===== config.mk =====
export PLATFORM = sky130hd
export DESIGN_NAME = multicycle_sequencer
export DESIGN_NICKNAME = d
export VERILOG_FILES = /design/src/rtl/feather_pkg.sv /design/src/rtl/cond_eval.sv /design/src/rtl/multicycle_sequencer.sv
export SDC_FILE = /design/constraint.sdc
export NUM_CORES = 1
export LEC_CHECK = 0
export ABC_AREA = 1
export CORE_ASPECT_RATIO = 0.8
export CORE_MARGIN = 2
export CORE_UTILIZATION = 40
export CTS_CLUSTER_DIAMETER = 120
export CTS_CLUSTER_SIZE = 25
export DETAILED_ROUTE_END_ITERATION = 8
export PLACE_DENSITY = 0.81
export SETUP_SLACK_MARGIN = 0.05
export SYNTH_ARGS = -nofsm -noshare
export SYNTH_HDL_FRONTEND = slang
export SYNTH_SLANG_ARGS = --single-unit

===== constraint.sdc =====
create_clock -name clk -period 2.4 [get_ports clk]
set_input_delay 0.6 -clock clk [delete_from_list [all_inputs] [get_ports clk]]
set_output_delay 0.6 -clock clk [all_outputs]
set_load 0.02 [all_outputs]

===== src/rtl/feather_pkg.sv =====
`default_nettype none
// ---------------------------------------------------------------------------
// feather_pkg: shared Feather core types and IR field positions (rev 1.0)
// ---------------------------------------------------------------------------
package feather_pkg;

  localparam int COND_MSB = 31;
  localparam int TYPE_MSB = 27;
  localparam int SL_BIT   = 20;

  typedef enum logic [1:0] {
    IT_DP     = 2'b00,
    IT_MEM    = 2'b01,
    IT_BRANCH = 2'b10,
    IT_UNDEF  = 2'b11
  } instr_type_e;

  typedef enum logic [3:0] {
    COND_EQ = 4'h0,
    COND_NE = 4'h1,
    COND_CS = 4'h2,
    COND_CC = 4'h3,
    COND_MI = 4'h4,
    COND_PL = 4'h5,
    COND_VS = 4'h6,
    COND_VC = 4'h7,
    COND_HI = 4'h8,
    COND_LS = 4'h9,
    COND_GE = 4'hA,
    COND_LT = 4'hB,
    COND_GT = 4'hC,
    COND_LE = 4'hD,
    COND_AL = 4'hE,
    COND_NV = 4'hF
  } cond_e;

  typedef enum logic [2:0] {
    ST_FETCH     = 3'd0,
    ST_DECODE    = 3'd1,
    ST_EXECUTE   = 3'd2,
    ST_MEM       = 3'd3,
    ST_WRITEBACK = 3'd4
  } seq_state_e;

endpackage
`default_nettype wire


===== src/rtl/cond_eval.sv =====
`default_nettype none
// ---------------------------------------------------------------------------
// cond_eval: combinational ARM-style condition check on {N,Z,C,V} (rev 1.0)
// ---------------------------------------------------------------------------
module cond_eval
  import feather_pkg::*;
(
  input  logic [3:0] cond_i,
  input  logic [3:0] nzcv_i,
  output logic       pass_o
);

  logic n, z, c, v;
  assign {n, z, c, v} = nzcv_i;

  always_comb begin
    pass_o = 1'b0;
    unique case (cond_e'(cond_i))
      COND_EQ: pass_o = z;
      COND_NE: pass_o = ~z;
      COND_CS: pass_o = c;
      COND_CC: pass_o = ~c;
      COND_MI: pass_o = n;
      COND_PL: pass_o = ~n;
      COND_VS: pass_o = v;
      COND_VC: pass_o = ~v;
      COND_HI: pass_o = c & ~z;
      COND_LS: pass_o = ~c | z;
      COND_GE: pass_o = (n == v);
      COND_LT: pass_o = (n != v);
      COND_GT: pass_o = ~z & (n == v);
      COND_LE: pass_o = z | (n != v);
      COND_AL: pass_o = 1'b1;
      COND_NV: pass_o = 1'b0;
      default: pass_o = 1'b0;
    endcase
  end

endmodule
`default_nettype wire


===== src/rtl/multicycle_sequencer.sv =====
`default_nettype none
// ---------------------------------------------------------------------------
// multicycle_sequencer: Feather fetch/decode/execute/mem/writeback FSM (rev 1.0)
// ---------------------------------------------------------------------------
module multicycle_sequencer
  import feather_pkg::*;
#(
  parameter logic [3:0]  NZCV_RESET = 4'b0000,
  parameter int unsigned WAIT_LIMIT = 255
) (
  input  logic        clk,
  input  logic        rst,
  input  logic [31:0] instr_rdata_i,
  input  logic        instr_ready_i,
  output logic        instr_req_o,
  output logic [31:0] instr_o,
  output logic        pc_write_enable_o,
  output logic        pc_src_o,
  input  logic [3:0]  nzcv_i,
  output logic [3:0]  nzcv_o,
  output logic        data_req_o,
  output logic        data_we_o,
  input  logic        data_ready_i,
  output logic        reg_file_write_enable_o,
  output logic        reg_write_src_o,
  output logic        undef_o,
  output logic        bus_error_o
);

  localparam int unsigned     CNT_W   = $clog2(WAIT_LIMIT + 1);
  localparam logic [CNT_W-1:0] CNT_MAX = CNT_W'(WAIT_LIMIT);

  seq_state_e       state_q, state_d;
  logic [31:0]      ir_q, ir_d;
  logic [3:0]       nzcv_q, nzcv_d;
  logic [CNT_W-1:0] wait_q, wait_d;
  logic             cond_pass_q, cond_pass_d;

  logic        cond_pass;
  logic        wait_expired;
  instr_type_e itype;
  logic        sl_bit;

  logic instr_req, pc_we, pc_src, data_req, data_we, reg_we, reg_src, undef, bus_err;

  assign itype        = instr_type_e'(ir_q[TYPE_MSB -: 2]);
  assign sl_bit       = ir_q[SL_BIT];
  assign wait_expired = (wait_q == CNT_MAX);

  cond_eval u_cond_eval (
    .cond_i (ir_q[COND_MSB -: 4]),
    .nzcv_i (nzcv_q),
    .pass_o (cond_pass)
  );

  always_ff @(posedge clk or posedge rst) begin
    if (rst) begin
      state_q     <= ST_FETCH;
      ir_q        <= '0;
      nzcv_q      <= NZCV_RESET;
      wait_q      <= '0;
      cond_pass_q <= 1'b0;
    end else begin
      state_q     <= state_d;
      ir_q        <= ir_d;
      nzcv_q      <= nzcv_d;
      wait_q      <= wait_d;
      cond_pass_q <= cond_pass_d;
    end
  end

  // The wait counter defaults to zero, so every entry into FETCH or MEM starts clean.
  always_comb begin
    state_d     = state_q;
    ir_d        = ir_q;
    nzcv_d      = nzcv_q;
    wait_d      = '0;
    cond_pass_d = cond_pass_q;
    instr_req   = 1'b0;
    pc_we       = 1'b0;
    pc_src      = 1'b0;
    data_req    = 1'b0;
    data_we     = 1'b0;
    reg_we      = 1'b0;
    reg_src     = 1'b0;
    undef       = 1'b0;
    bus_err     = 1'b0;

    unique case (state_q)
      ST_FETCH: begin
        instr_req = 1'b1;
        if (instr_ready_i) begin
          ir_d    = instr_rdata_i;
          pc_we   = 1'b1;
          state_d = ST_DECODE;
        end else if (wait_expired) begin
          bus_err = 1'b1;
        end else begin
          wait_d = wait_q + CNT_W'(1);
        end
      end

      ST_DECODE: begin
        cond_pass_d = cond_pass;
        state_d     = cond_pass ? ST_EXECUTE : ST_FETCH;
      end

      ST_EXECUTE: begin
        state_d = ST_FETCH;
        if (cond_pass_q) begin
          unique case (itype)
            IT_DP: begin
              reg_we = 1'b1;
              if (sl_bit) nzcv_d = nzcv_i;
            end
            IT_BRANCH: begin
              pc_we  = 1'b1;
              pc_src = 1'b1;
            end
            IT_MEM:   state_d = ST_MEM;
            IT_UNDEF: undef   = 1'b1;
            default:  state_d = ST_FETCH;
          endcase
        end
      end

      ST_MEM: begin
        data_req = 1'b1;
        data_we  = ~sl_bit;
        if (data_ready_i) begin
          state_d = sl_bit ? ST_WRITEBACK : ST_FETCH;
        end else if (wait_expired) begin
          bus_err = 1'b1;
          state_d = ST_FETCH;
        end else begin
          wait_d = wait_q + CNT_W'(1);
        end
      end

      ST_WRITEBACK: begin
        reg_we  = 1'b1;
        reg_src = 1'b1;
        state_d = ST_FETCH;
      end

      default: state_d = ST_FETCH;
    endcase
  end

  // Strobes are gated by rst directly so an in-flight request drops without waiting for a clock.
  assign instr_req_o             = instr_req & ~rst;
  assign pc_write_enable_o       = pc_we     & ~rst;
  assign pc_src_o                = pc_src    & ~rst;
  assign data_req_o              = data_req  & ~rst;
  assign data_we_o               = data_we   & ~rst;
  assign reg_file_write_enable_o = reg_we    & ~rst;
  assign reg_write_src_o         = reg_src   & ~rst;
  assign undef_o                 = undef     & ~rst;
  assign bus_error_o             = bus_err   & ~rst;
  assign instr_o                 = ir_q;
  assign nzcv_o                  = nzcv_q;

endmodule
`default_nettype wire


# Word-level counts from Yosys, hierarchy flattened
# Index checks and enable logic that the tools add are counted.
# classes
add_sub_neg	1
n_eq_ne	27
mux	32
n_bitwise	19
n_reduce_logical	6
# op_table
op	n
equality test 4 bit (second input constant)	8
2-to-1 mux 8 bit	3
equality test 4 x 3 -> 1 bit (second input constant)	4
2-to-1 mux 1 bit	16
one-hot mux 1 bit (16 select lines)	1
one-hot mux 8 bit (2 select lines)	1
2-to-1 mux 3 bit	4
one-hot mux 3 bit (4 select lines)	1
AND 1 bit	11
adder 8 x 1 -> 8 bit (second input constant)	1
equality test 4 x 2 -> 1 bit (second input constant)	2
equality test 8 bit (second input constant)	1
equality test 3 x 2 -> 1 bit (second input constant)	2
2-to-1 mux 2 bit	3
NOT 1 bit	6
one-hot mux 1 bit (2 select lines)	3
equality test 2 bit (second input constant)	2
equality test 4 x 1 -> 1 bit (second input constant)	1
zero test 4 bit	1
AND reduction 2 bit	2
AND reduction 4 bit	1
equality test 3 x 1 -> 1 bit (second input constant)	1
equality test 3 bit (second input constant)	1
zero test 3 bit	1
7 further kinds	8
# word_totals
ff_bits	48
output_inout_bits	45
word_cells	90

# Longest topological paths before layout
# depth
word_depth	5
ltp_mapped	12

# Cells and area by module
# Synthesis repeated with hierarchy kept, for this count alone.
# hier_totals
hier_cells	300
hier_area_um2	2379.8
# modules_own_cells
mod	instances	cells_each	area_per_inst_um2
multicycle_sequencer	1	255	2174.6
cond_eval	1	45	205.2

# Least setup slack after synthesis
# Ideal clock, no wire load.
# synth_timing
kind	register to output
startpoint	reg wait_q[0]
endpoint	out bus_error_o
arrival_time_ns	1.503
path_slack_ns	0.297
stages_incl_launch_ff	7
path_buffers	0
cell_sequence	dfrtp_1 -> ha_1 -> nand3_1 -> nor2_1 -> and3_1 -> nand2_1 -> nor3_1
# synth_via
elab_chain_len	5
word_cells_on_any_way	6
classes_between	eq/ne: 1; mux: 4; bitwise: 1
# synth_rtl
item	line_no	rtl
start, declared	multicycle_sequencer.sv:36	logic [CNT_W-1:0] wait_q, wait_d;
start signal, assigned	multicycle_sequencer.sv:67	wait_q <= wait_d;
equality test 8 bit (*)	multicycle_sequencer.sv:48	assign wait_expired = (wait_q == CNT_MAX);
2-to-1 mux 1 bit (*)	multicycle_sequencer.sv:96, multicycle_sequencer.sv:132	
2-to-1 mux 1 bit (on tied branches)	multicycle_sequencer.sv:130, multicycle_sequencer.sv:92	
one-hot mux 1 bit (2 select lines) (*)	multicycle_sequencer.sv:89	unique case (state_q)
AND 1 bit (*)	multicycle_sequencer.sv:159	assign bus_error_o = bus_err & ~rst;
end, declared	multicycle_sequencer.sv:27	output logic bus_error_o
# Every way passes the cells marked *; elsewhere a longest branch is shown, timed or not.

# Worst setup path after layout
# layout_timing
startpoint	in rst
endpoint	out undef_o
# layout_via
elab_chain_len	2
# layout_rtl
item	line_no	rtl
start, declared	multicycle_sequencer.sv:12	input logic rst,
NOT 1 bit	multicycle_sequencer.sv:158	assign undef_o = undef & ~rst;
AND 1 bit	multicycle_sequencer.sv:158	
end, declared	multicycle_sequencer.sv:26	output logic undef_o,
# No other way between the ends.

==> summary.md <==
| Metric | Value |
|---|---|
| Average size of a mapped cell | `10.1 µm²` |
| First-pass GRT wire length | `8.39 mm` |
| Die area | `6120 µm²` |
| Top Layer Used | `met4` |
| Place WS | `-0.288 ns` |
| Setup ws final | `0.0963 ns` |
| Share of post-route cells with drive strength above 1 | `0.209` |
| Relative slew margins | `0.679` |
| Sw Pwr | `0.00157 W` |
| ANT nets after route | `0` |
| Worst Path Max Fanout | `3` |
| Height of the die | `70.4 µm` |
| Post-synthesis net count | `260` |
| Synthesized area | `2200 µm²` |
| Final min period | `2.30 ns` |
| Initial DRC Count | `75` |
| Unrepaired setup endpoints after global routing | `yes` |
| Buf/Inv on CP | `2` |
| Min-Delay Path Class | `flop to flop` |
| Root buf cell | `clkbuf_8` |
| Inserted Diodes | `0` |
| Overflow after GRT | `0` |
| Peak supply drop | `0.000753 V` |
| PD cells | `1220 nW/µm²` |
| Met1 WL | `2.19 mm` |
| Crit share post-route | `0.960` |
| Layout area overhead | `48.7%` |
| I/O pins | `85` |
| Synth cell types | `26` |
| RD Place Congestion | `0.859` |
| FMAX | `434 MHz` |
| Number of hold violations in the final report | `0` |
| Share of power burned in registers | `0.353` |
| Final hold slack | `0.509 ns` |
| Pre-antenna DRT Iters | `4` |
| Req. time, crit path | `1.80 ns` |
| Comb pwr share | `0.535` |
| DRC Markers | `0` |
| CORE AREA | `5380 µm²` |
| Synth Register Bits | `48` |
| Top post-synthesis cells by area | `dfrtp_1, mux2_2, mux2_4, nand2_1, nor2_1` |
| Clock Latency Late Sink | `0.29 ns` |
| Worst setup SP type | `primary input` |
| Final #Nets | `361` |
| Post-DP HPWL | `3.87 mm` |
| Synth warn | `0` |
| CTS tree | `yes` |
| CP arrival | `1.70 ns` |
| Initial antenna violation count | `0` |
| Max clock buf depth | `2` |
| Int Pwr | `0.00243 W` |
| Net Sw Frac | `0.393` |
| Crit path kind | `primary input to output port` |
| Clk sink count | `48` |
| CP top delay family | `buffers and inverters` |
| Crit path largest cell delay | `0.47 ns` |
| Clk network pwr share | `0.112` |
| Max Cap Viol | `0` |
| Register area share after synthesis | `0.545` |
| Largest net degree at the start of global routing | `38` |
| Vias per Instance | `4.83` |
| CP endpoint kind | `output port` |
| Status | `complete, no violations` |
| CP max-delay cell | `clkdlybuf4s50_1` |
| Leak pwr | `1.51 nW` |
| Synth top area share | `0.545` |
| # port buffers | `84` |
| Post-synthesis cell count | `219` |
| Vias in the first global route | `1912` |
| Met3 Wirelength | `266 µm` |
| GR Util All Layers | `0.173` |
| Inserted Clock Buffers | `5` |
| Row cnt | `24` |
| Cell chain of the critical path | `clkdlybuf4s50_1, nor3_1, dlygate4sd2_1` |
| Pins Over Slew Limit | `0` |
| Final setup violation count | `0` |
| Initial core utilization | `0.410` |
| Clock skew | `0.00343 ns` |
| Average wire per standard cell | `13.2 µm` |
| Metal2 WL | `2.59 mm` |
| H-tree depth | `2` |
| Clk pin slew, worst setup/hold paths | `0.08 ns` |
| Least-Margin Pin Slew | `0.481 ns` |
| Post-Route WL | `5.08 mm` |
| Dominant cell type by area after synthesis | `dfrtp_1` |
| Routed via count | `1859` |
| Die Wd | `87 µm` |
[cells in the mapped netlist, drive strengths merged]
cell / count
a21oi: 15
and3: 1
buf: 4
clkbuf: 1
dfrtp: 48
ha: 1
inv: 23
mux2: 27
nand2: 31
nand3: 15
nand4: 1
nor2: 32
nor3: 6
nor3b: 2
nor4: 2
o211ai: 1
o21ai: 6
o22ai: 1
xnor2: 1
xor2: 1
[placed cells by master, fill, tap and decap left out, types with 9 or more instances in the layout]
master and instances:
a21oi_1 15, buf_4 16, clkdlybuf4s50_1 75, dfrtp_1 48
inv_1 21, mux2_2 18, mux2_4 9, nand2_1 30
nand3_1 14, nor2_1 28
[metrics by stage]
stage          total power, W   util  area, µm²  cells  TNS [ns]
6_report              0.00401  0.610       3280    385         0
5_1_grt               0.00429  0.610       3280    385         0
4_1_cts               0.00404  0.608       3270    384         0
3_5_place_dp          0.00358  0.595       3200    377     -1.70
3_3_place_gp          0.00352  0.595       3200    377     -1.61
2_1_floorplan         0.00262      -       2200    219         0
[area by class of cell]
cell class	instances	area [µm²]
Clock inverter	2	12.5
Sequential cell	48	1200
Inverter	23	86.3
Fill cell	437	2100
Multi-Input combinational cell	143	908
Timing Repair Buffer	99	920
Tap cell	65	81.3
Clock buffer	5	68.8
[what timing repair did]
action,4_1_cts,5_1_grt
hold buffers,0,0
buffers inserted,0,1
setup endpoints to repair,9,6
pin swaps,0,1
gates resized for setup,18,19
endpoints found under the hold margin,0,0
[final timing paths]
kind / startpoint / end / slack (ns) / cells after the start
max in group asynchronous: rst / instr_o[16]$_DFFE_PP0P_ / 1.20 / 4
max reg2reg: state_q[1]$_DFFE_PP0P_ / instr_o[11]$_DFFE_PP0P_ / 0.70 / 7
max: rst / undef_o / 0.1 / 3
min in group asynchronous: rst / instr_o[21]$_DFFE_PP0P_ / 0.90 / 4
min: instr_o[17]$_DFFE_PP0P_ / instr_o[17]$_DFFE_PP0P_ / 0.51 / 1
min reg2reg: instr_o[17]$_DFFE_PP0P_ / instr_o[17]$_DFFE_PP0P_ / 0.51 / 1
[routing by layer]
metal | up-vias | track usage
li1 | 916 | -
met1 | 887 | 0.212
met2 | 54 | 0.290
met3 | 2 | 0.0556
met4 | 0 | 0.0538
met5 | - | 0
[kinds of logic (layout without fill, tap and decap cells)]
| logic type | count (synthesis) | in the layout | synth area share |
|---|---|---|---|
| xor+xnor | 2 | 2 | 0.00795 |
| flops | 48 | 48 | 0.545 |
| compound gates | 23 | 23 | 0.0539 |
| mux | 27 | 27 | 0.153 |
| fa+ha+maj | 1 | 1 | 0.00567 |
| buf+inv | 28 | 129 | 0.0556 |
| simple gates | 90 | 90 | 0.179 |
[power groups by stage]
stage | Combinational (W) | Clock (W) | Sequential, W
floorplan | 0.000852 | 0 | 0.00177
global placement | 0.00211 | 0 | 0.00141
detailed placement | 0.00216 | 0 | 0.00142
CTS | 0.00216 | 0.000469 | 0.00142
global route | 0.00232 | 0.000507 | 0.00146
finish | 0.00215 | 0.000449 | 0.00141
[state kept, by name (all words and copies together), names as in the netlist]
register	count
wait_q	8
instr_o	32
cond_pass_q	1
nzcv_o	4
state_q	3
No activity file was read; power rests on OpenSTA's default activity.
==> patch, RTL diff (config.mk and constraints unchanged) <==
`ir_q` no longer has a reset.
--- a/src/rtl/multicycle_sequencer.sv
+++ b/src/rtl/multicycle_sequencer.sv
@@ -56,17 +56,19 @@
   always_ff @(posedge clk or posedge rst) begin
     if (rst) begin
       state_q     <= ST_FETCH;
-      ir_q        <= '0;
       nzcv_q      <= NZCV_RESET;
       wait_q      <= '0;
       cond_pass_q <= 1'b0;
     end else begin
       state_q     <= state_d;
-      ir_q        <= ir_d;
       nzcv_q      <= nzcv_d;
       wait_q      <= wait_d;
       cond_pass_q <= cond_pass_d;
     end
+  end
+
+  always_ff @(posedge clk) begin
+    ir_q <= ir_d;
   end
 
   // The wait counter defaults to zero, so every entry into FETCH or MEM starts clean.
Behaviour: not the same (Yosys sat finds a counterexample within 4 cycles, from zero or initial values and one cycle with rst high).
==> patch against the unedited design <==
Final cell count shrank 11%; worst setup slack better by 0.0052 ns; sequential cell count is the same; via count down 13%; area after synthesis is 9.5% lower; routed wire length decreased by 16%; final area fell by 6.1%; critical path type unchanged; critical endpoint is now instr_req_o.
Power is not compared: it rests on default switching activity, and its combinational part moved more than twofold at a synthesized area within 25%.
==> patch: results (changes against the unedited design) <==
status=finished clean; min-delay src=wait_q[0]$_DFF_PP0_; pin count of the biggest net entering global routing=33 (-13%); Reg-to-Reg End=instr_o[28]$_DFFE_PP_; placed cell areas=2989 µm² (-6.5%); Synth Instances=179 (-18%); number of fill cells=371 (-15%); Post-synth top cells=nand2_1, edfxtp_1, nor2_1; number of synthesized flops with an enable pin=32 (+32); met3 routed WL=313 µm (+18%); DR iter-0 viols=48 (-36%); GRT met2 Usage=29.54% (+0.53 points); FF-to-FF path depth=4 (-3); Tightest Pin Transition=0.3996 ns (-0.08164 ns); Final Wtd Congestion=0.8227 (-4.2%); Hold Path End=wait_q[0]$_DFF_PP0_; crit path max fanout=6 (+3); Non-clk bufs=95 (-4.0%); buffering overhead=29.01% (+0.96 points); ys async rst share=33.33% (-67 points); area delta synth->final=54.39%; ClkCell Share=3.495% (+1.0 points); WL met2=2204 µm (-15%); CLK BUF=6 (+1); fraction of area in multi-input gates=18.29% (-9.4 points); # nets final=321 (-11%); worst slack at placement=-0.2953 ns (-0.007113 ns); storage element area=1361 µm² (+13%); total number of vias=1618 (-13%); slowest stage delay, CP=0.41 ns (-0.06 ns); register area share after synthesis=68.26% (+14 points); hpwl dp=3410 µm (-12%); setup slack, reg-to-reg=0.81 ns (+0.11 ns); dominant synthesized flop cell=edfxtp_1; Routed WL=4270 µm (-16%); synth top area cells=edfxtp_1, dfrtp_1, nand2_1, nor2_1, inv_1; hold slack=0.4814 ns (-0.02717 ns)
[patch: worst max-delay path by stage]
stage / end
CTS: undef_o
finish: instr_req_o
detailed placement: bus_error_o
global placement: bus_error_o
global route: reg_file_write_enable_o
floorplan: undef_o
[patch: timing repair]
action,in CTS,in global routing
endpoints found under the setup margin,9,7
hold endpoints to repair,0,0
resized for setup,16,17
[patch: where the power goes]
part / switching [W] / leakage (nW) / total (W) / internal [W]
clock network: 0.000247 / 0.0552 / 0.000556 / 0.000309
registers: 0.000119 / 0.509 / 0.00122 / 0.00110
logic: 0.000595 / 0.705 / 0.00106 / 0.000465
total: 0.000961 / 1.27 / 0.00283 / 0.00187
[patch: cells by family after synthesis]
group	Yosys count	share of synthesized area [%]
buffers and inverters	22	4.517
DFF	48	68.26
adders and majority gates	1	0.6273
and+or+nand+nor	89	21.02
AOI/OAI and AO/OA	17	4.705
xor gates and xnor gates	2	0.8785
